### src/rtl/ov5640_burst_wr.sv
// Camera pixel stream to SDRAM burst writer: show-ahead FIFO, fixed-length bursts, frame tracking.
// Define PING_PONG_EN to alternate frames between banks at BASE_ADDR and BASE_ADDR + FRAME_OFFSET.
module ov5640_burst_wr #(
  parameter int                DATA_W       = 16,
  parameter int                ADDR_W       = 24,
  parameter int                BURST_LEN    = 8,
  parameter int                FIFO_DEPTH   = 32,
  parameter int                H_PIXEL      = 640,
  parameter int                V_PIXEL      = 480,
  parameter logic [ADDR_W-1:0] BASE_ADDR    = 24'd0,
  parameter logic [ADDR_W-1:0] FRAME_OFFSET = 24'd307200
) (
  input  logic              sys_clk,
  input  logic              sys_rst_n,
  input  logic              ov5640_vsync,
  input  logic              pix_valid,
  input  logic [DATA_W-1:0] pix_data,
  output logic              wr_req,
  output logic [ADDR_W-1:0] wr_addr,
  input  logic              wr_ack,
  input  logic              wr_data_rd,
  output logic [DATA_W-1:0] wr_data,
  output logic              frame_done,
  output logic              overflow,
  output logic              bank
);

  localparam int PTR_W = $clog2(FIFO_DEPTH);
  localparam int CNT_W = PTR_W + 1;
  localparam int TOTAL = H_PIXEL * V_PIXEL;
  localparam int PIX_W = $clog2(TOTAL + 1);
  localparam int BL_W  = $clog2(BURST_LEN);

  localparam logic [CNT_W-1:0]  DEPTH_C     = CNT_W'(FIFO_DEPTH);
  localparam logic [CNT_W-1:0]  BURST_C     = CNT_W'(BURST_LEN);
  localparam logic [PIX_W-1:0]  TOTAL_C     = PIX_W'(TOTAL);
  localparam logic [PIX_W-1:0]  BURST_PIX_C = PIX_W'(BURST_LEN);
  localparam logic [ADDR_W-1:0] BURST_ADR_C = ADDR_W'(BURST_LEN);
  localparam logic [BL_W-1:0]   LAST_BEAT_C = BL_W'(BURST_LEN - 1);

  typedef enum logic [1:0] {IDLE, REQ, BURST} state_t;

  state_t state_q, state_d;

  logic [DATA_W-1:0] mem_q [FIFO_DEPTH];
  logic [PTR_W-1:0]  wr_ptr_q, wr_ptr_d, rd_ptr_q, rd_ptr_d;
  logic [CNT_W-1:0]  count_q, count_d;
  logic [PIX_W-1:0]  pix_cnt_q, pix_cnt_d, sent_cnt_q, sent_cnt_d;
  logic [BL_W-1:0]   beat_q, beat_d;
  logic [ADDR_W-1:0] wr_addr_q, wr_addr_d;
  logic              vsync_dly_q, vsync_dly_d;
  logic              resync_pend_q, resync_pend_d;
  logic              overflow_q, overflow_d;
  logic              frame_done_q, frame_done_d;
  logic              bank_q, bank_d;
`ifdef PING_PONG_EN
  logic              frame_ok_q, frame_ok_d;
`endif

  logic push, pop, burst_done, flush, full, frame_full, drop_full, vsync_rise;

  function automatic logic [ADDR_W-1:0] bank_base(input logic b);
    return b ? BASE_ADDR + FRAME_OFFSET : BASE_ADDR;
  endfunction

  // NOTE: sequential state is updated with non-blocking assignments only, so every
  // flop samples the values of the previous cycle regardless of process order.
  always_ff @(posedge sys_clk) begin
    if (!sys_rst_n) state_q <= IDLE;
    else            state_q <= state_d;
  end

  // NOTE: every signal assigned in an always_comb gets a default first; a path that
  // leaves one unassigned would infer a latch.
  always_comb begin
    state_d = state_q;
    case (state_q)
      IDLE:    if (!resync_pend_q && count_q >= BURST_C) state_d = REQ;
      REQ:     if (wr_ack) state_d = BURST;
      BURST:   if (burst_done) state_d = IDLE;
      default: state_d = IDLE;
    endcase
  end

  always_comb begin
    wr_req     = (state_q == REQ);
    pop        = (state_q == BURST) && wr_data_rd;
    burst_done = pop && (beat_q == LAST_BEAT_C);
    flush      = (state_q == IDLE) && resync_pend_q;
  end

  always_comb begin
    vsync_rise = ov5640_vsync & ~vsync_dly_q;
    full       = (count_q == DEPTH_C);
    frame_full = (pix_cnt_q == TOTAL_C);
    // A pop in the same cycle frees a slot, so a full FIFO still accepts the push.
    push       = pix_valid && !resync_pend_q && !frame_full && (!full || pop);
    drop_full  = pix_valid && !resync_pend_q && !frame_full && full && !pop;

    vsync_dly_d   = ov5640_vsync;
    resync_pend_d = resync_pend_q;
    wr_ptr_d      = push ? wr_ptr_q + PTR_W'(1) : wr_ptr_q;
    rd_ptr_d      = pop  ? rd_ptr_q + PTR_W'(1) : rd_ptr_q;
    pix_cnt_d     = push ? pix_cnt_q + PIX_W'(1) : pix_cnt_q;
    sent_cnt_d    = sent_cnt_q;
    beat_d        = beat_q;
    wr_addr_d     = wr_addr_q;
    overflow_d    = overflow_q | drop_full;
    frame_done_d  = 1'b0;
    bank_d        = bank_q;
`ifdef PING_PONG_EN
    frame_ok_d    = frame_ok_q;
`endif

    case ({push, pop})
      2'b10:   count_d = count_q + CNT_W'(1);
      2'b01:   count_d = count_q - CNT_W'(1);
      default: count_d = count_q;
    endcase

    if (pop) beat_d = burst_done ? '0 : beat_q + BL_W'(1);

    if (burst_done) begin
      wr_addr_d    = wr_addr_q + BURST_ADR_C;
      sent_cnt_d   = sent_cnt_q + BURST_PIX_C;
      frame_done_d = (sent_cnt_d == TOTAL_C);
`ifdef PING_PONG_EN
      frame_ok_d   = frame_ok_q | frame_done_d;
`endif
    end

    // Resync only takes effect in IDLE so an accepted burst is never cut short.
    if (flush) begin
      wr_ptr_d   = '0;
      rd_ptr_d   = '0;
      count_d    = '0;
      pix_cnt_d  = '0;
      sent_cnt_d = '0;
      overflow_d = 1'b0;
`ifdef PING_PONG_EN
      bank_d     = bank_q ^ frame_ok_q;
      frame_ok_d = 1'b0;
`else
      bank_d     = 1'b0;
`endif
      wr_addr_d  = bank_base(bank_d);
    end

    if (vsync_rise)  resync_pend_d = 1'b1;
    else if (flush)  resync_pend_d = 1'b0;
  end

  always_ff @(posedge sys_clk) begin
    if (!sys_rst_n) begin
      wr_ptr_q      <= '0;
      rd_ptr_q      <= '0;
      count_q       <= '0;
      pix_cnt_q     <= '0;
      sent_cnt_q    <= '0;
      beat_q        <= '0;
      wr_addr_q     <= BASE_ADDR;
      vsync_dly_q   <= 1'b0;
      resync_pend_q <= 1'b0;
      overflow_q    <= 1'b0;
      frame_done_q  <= 1'b0;
      bank_q        <= 1'b0;
`ifdef PING_PONG_EN
      frame_ok_q    <= 1'b0;
`endif
    end else begin
      wr_ptr_q      <= wr_ptr_d;
      rd_ptr_q      <= rd_ptr_d;
      count_q       <= count_d;
      pix_cnt_q     <= pix_cnt_d;
      sent_cnt_q    <= sent_cnt_d;
      beat_q        <= beat_d;
      wr_addr_q     <= wr_addr_d;
      vsync_dly_q   <= vsync_dly_d;
      resync_pend_q <= resync_pend_d;
      overflow_q    <= overflow_d;
      frame_done_q  <= frame_done_d;
      bank_q        <= bank_d;
`ifdef PING_PONG_EN
      frame_ok_q    <= frame_ok_d;
`endif
    end
  end

  // NOTE: the storage array has no reset; its contents are only observable through
  // the pointers and count, which are reset.
  always_ff @(posedge sys_clk) begin
    if (push) mem_q[wr_ptr_q] <= pix_data;
  end

  assign wr_data    = mem_q[rd_ptr_q];
  assign wr_addr    = wr_addr_q;
  assign frame_done = frame_done_q;
  assign overflow   = overflow_q;
  assign bank       = bank_q;

endmodule

### config.mk
export PLATFORM = sky130hd
export DESIGN_NAME = ov5640_burst_wr
export DESIGN_NICKNAME = d
export VERILOG_FILES = /design/src/rtl/ov5640_burst_wr.sv
export SDC_FILE = /design/constraint.sdc
export NUM_CORES = 1
export LEC_CHECK = 0
export ABC_AREA = 1
export CORE_ASPECT_RATIO = 1.75
export CORE_UTILIZATION = 60
export DETAILED_ROUTE_END_ITERATION = 8
export DONT_BUFFER_PORTS = 1
export PLACE_DENSITY = 0.76
export SETUP_SLACK_MARGIN = 0.5
export SYNTH_ARGS = -nofsm -noshare
export SYNTH_HDL_FRONTEND = slang
export SYNTH_SLANG_ARGS = --single-unit
### constraint.sdc
create_clock -name sys_clk -period 5.3 [get_ports sys_clk]
set_clock_uncertainty 0.2 [all_clocks]
set_input_delay 1.59 -clock sys_clk [delete_from_list [all_inputs] [get_ports sys_clk]]
set_output_delay 1.59 -clock sys_clk [all_outputs]
set_load 0.01 [all_outputs]
==> qor.csv <==
metric;value;unit
outcome;finished clean;
viasPerCell;6.15;
critPathCaptureType;output port;
cp_max_fo;94;
gpl.final_weighted_congestion;0.878;
cts-buffers-inserted;50;
async_reset_ff_frac;0;
synthToLayoutAreaGrowth;9.00;%
fin_nets;2207;
rsz0062_at_grt;false;
synth_top_area_cell;edfxtp_1;
yosysMostFrequentCell;edfxtp_1;
initial_core_util;0.612;
hold_viol_final;0;
grt_max_degree;161;
diodes;0;
grt_pass1_wl;92800;um
ys_types;46;
drv_cap;0;
grt_overflow_total;0;
ant_nets;0;
ys_seq_area_frac;0.680;
setup_violations;0;
ir_drop;0.356;mV
clock.fmax;0.215;GHz
synth_common_cells;edfxtp_1, nand2_1, nor2_1;
p_sw;0.00173;W
p_clk_frac;0.418;
synth_warnings;0;
clock_path_buffers;3;
drt-total-wl;60600;um
synth_edf_count;512;
post-place-cells;2666;
path_clk_slew;0.07;ns
n_fill_cell;2956;
drc_errors;0;
critical_path_class;reg2out;
internal-power;0.00729;W
grt_pass1_vias;17000;
io_pins;66;
powerDensity;329;mW/mm^2
globalRouteMet2Util;0.519;
cp-start-kind;flop;
hold_path_depth;1;
power_frac_comb;0.013;
fin_tns_setup;0;ns
core;0.0411;mm^2
arrival;2.85;ns
p_leak;9.36;nW
met1_usage;0.322;
r2r.worst_path.cells;10;
finalNonFillerCells;2760;
post-cts-setup-buffers;0;
drive_gt1_frac;0.0760;
numClockSinks;598;
port_buffers;0;
die-area;0.0427;mm^2
grt_use_total;0.288;
p_sw_frac;0.192;
die_h;273;um
synth-main-ff-cell;edfxtp_1;
num_vias;17000;
drt_iter0_drc;1550;
syn_area;0.0251;mm^2
dp_hpwl;36400;um
wl_per_cell;22.0;um
die_w;157;um
tritoncts;done;
synth_top_area_share;0.612;
ctsHtreeMaxLevel;2;
clockRootBuffer;clkbuf_16;
cp.required;3.51;ns
synthCells;2188;
synth_area_leaders;edfxtp_1, dfxtp_1, nand2_1;
clkLatencyLatePin;0.59;ns
period_share;0.876;
max_slew.worst_pin.slew;1.05;ns
period_minus_slack;4.64;ns
met3_usage;0.0406;
ys_ff_latch;598;
sequentialPowerShare;0.569;
drv_slew;0;
max_slew_margin;0.300;
first_pass_iters;7;
hold_path.class;reg2reg;
busiest_layer;met2;
syn_avg_cell_area;11.5;um^2
antenna_found_initial;0;
rows;98;
## final cells by class
class | instances | area, um^2 | share of cell area
Clock inverter | 28 | 335 | 0.0122
Clock buffer | 65 | 1340 | 0.0489
Multi-Input combinational cell | 1373 | 7080 | 0.259
Timing Repair Buffer | 52 | 469 | 0.0171
Inverter | 94 | 369 | 0.0135
Sequential cell | 598 | 17100 | 0.625
Tap cell | 550 | 688 | 0.0251
## cells in the final DEF (no fill, tap or decap), types with 8 or more instances in the layout
cell type,count
clkbuf_16,52
nand2_1,393
nand4_1,14
o21bai_1,96
clkinv_2,8
inv_1,86
ha_1,15
nor3_1,25
edfxtp_1,512
a32oi_1,16
o221ai_1,96
dfxtp_1,83
clkbuf_1,13
buf_4,46
nor2_1,299
nand3_1,119
a21oi_1,89
xor2_1,17
o21ai_0,134
## registers in the layout (all words and copies together), names as in the netlist, named ones only
name           count
beat_q             3
count_q            6
frame_done         1
mem_q            512
overflow           1
pix_cnt_q         19
rd_ptr_q           5
resync_pend_q      1
sent_cnt_q        16
state_q            2
vsync_dly_q        1
wr_addr           21
wr_ptr_q           5
## cell families after synthesis
kind of cell	after synthesis	share of synthesized area
other cells	1	0.000149
xor+xnor	21	0.00732
flops	598	0.680
simple gates	887	0.149
buf+inv	220	0.0391
compound gates	445	0.116
fa+ha+maj	16	0.00827
## power by group through the flow
stage / Combinational [W] / Sequential, W / Clock, W
after floorplan: 0.0000833 / 0.00523 / 0
after global placement: 0.000110 / 0.00523 / 0
after detailed placement: 0.000115 / 0.00523 / 0
after CTS: 0.000115 / 0.00513 / 0.00380
after global routing: 0.000128 / 0.00513 / 0.00399
final: 0.000117 / 0.00513 / 0.00377
## metal layers
layer | up-vias | part of all wire | wire, um
met2 | 722 | 0.53 | 32100
met4 | 0 | 0.056 | 3410
li1 | 7775 | - | -
met3 | 184 | 0.072 | 4350
met1 | 8291 | 0.34 | 20800
met5 | - | 0 | 0
## metrics by stage
stage               power (W)  hold slack [ns]  instance area, um^2  worst slack [ns]  utilization
finish                0.00902            0.250                27400             0.658        0.667
global route          0.00924            0.273                27400             0.499        0.667
CTS                   0.00905            0.251                27300             0.542        0.666
detailed placement    0.00535            0.230                25700              1.10        0.625
global placement      0.00534            0.214                25700              1.10        0.625
floorplan             0.00532            0.208                25100              1.34            -
## critical path: stages, from the launching register on
cell	delay, ns
dfxtp_4	0.51
inv_16	0.29
buf_4	0.39
nand2_1	0.12
a32oi_1	0.24
nand2_1	0.07
nand2_1	0.10
nand2_1	0.09
nand2_1	0.12
nand2_1	0.09
nand2_1	0.18
## timing repair
action	CTS	global route
resized for setup	0	4
endpoints found under the setup margin	0	15
hold buffers	0	0
## worst paths after layout
path,from,endpoint,slack [ns]
max,flop,wr_data[13],0.66
min,vsync_dly_q,resync_pend_q,0.25
max reg2reg,pix_cnt_q[0],mem_q[27][2],1.99
min reg2reg,vsync_dly_q,resync_pend_q,0.25
(Power assumes the default switching activity.)
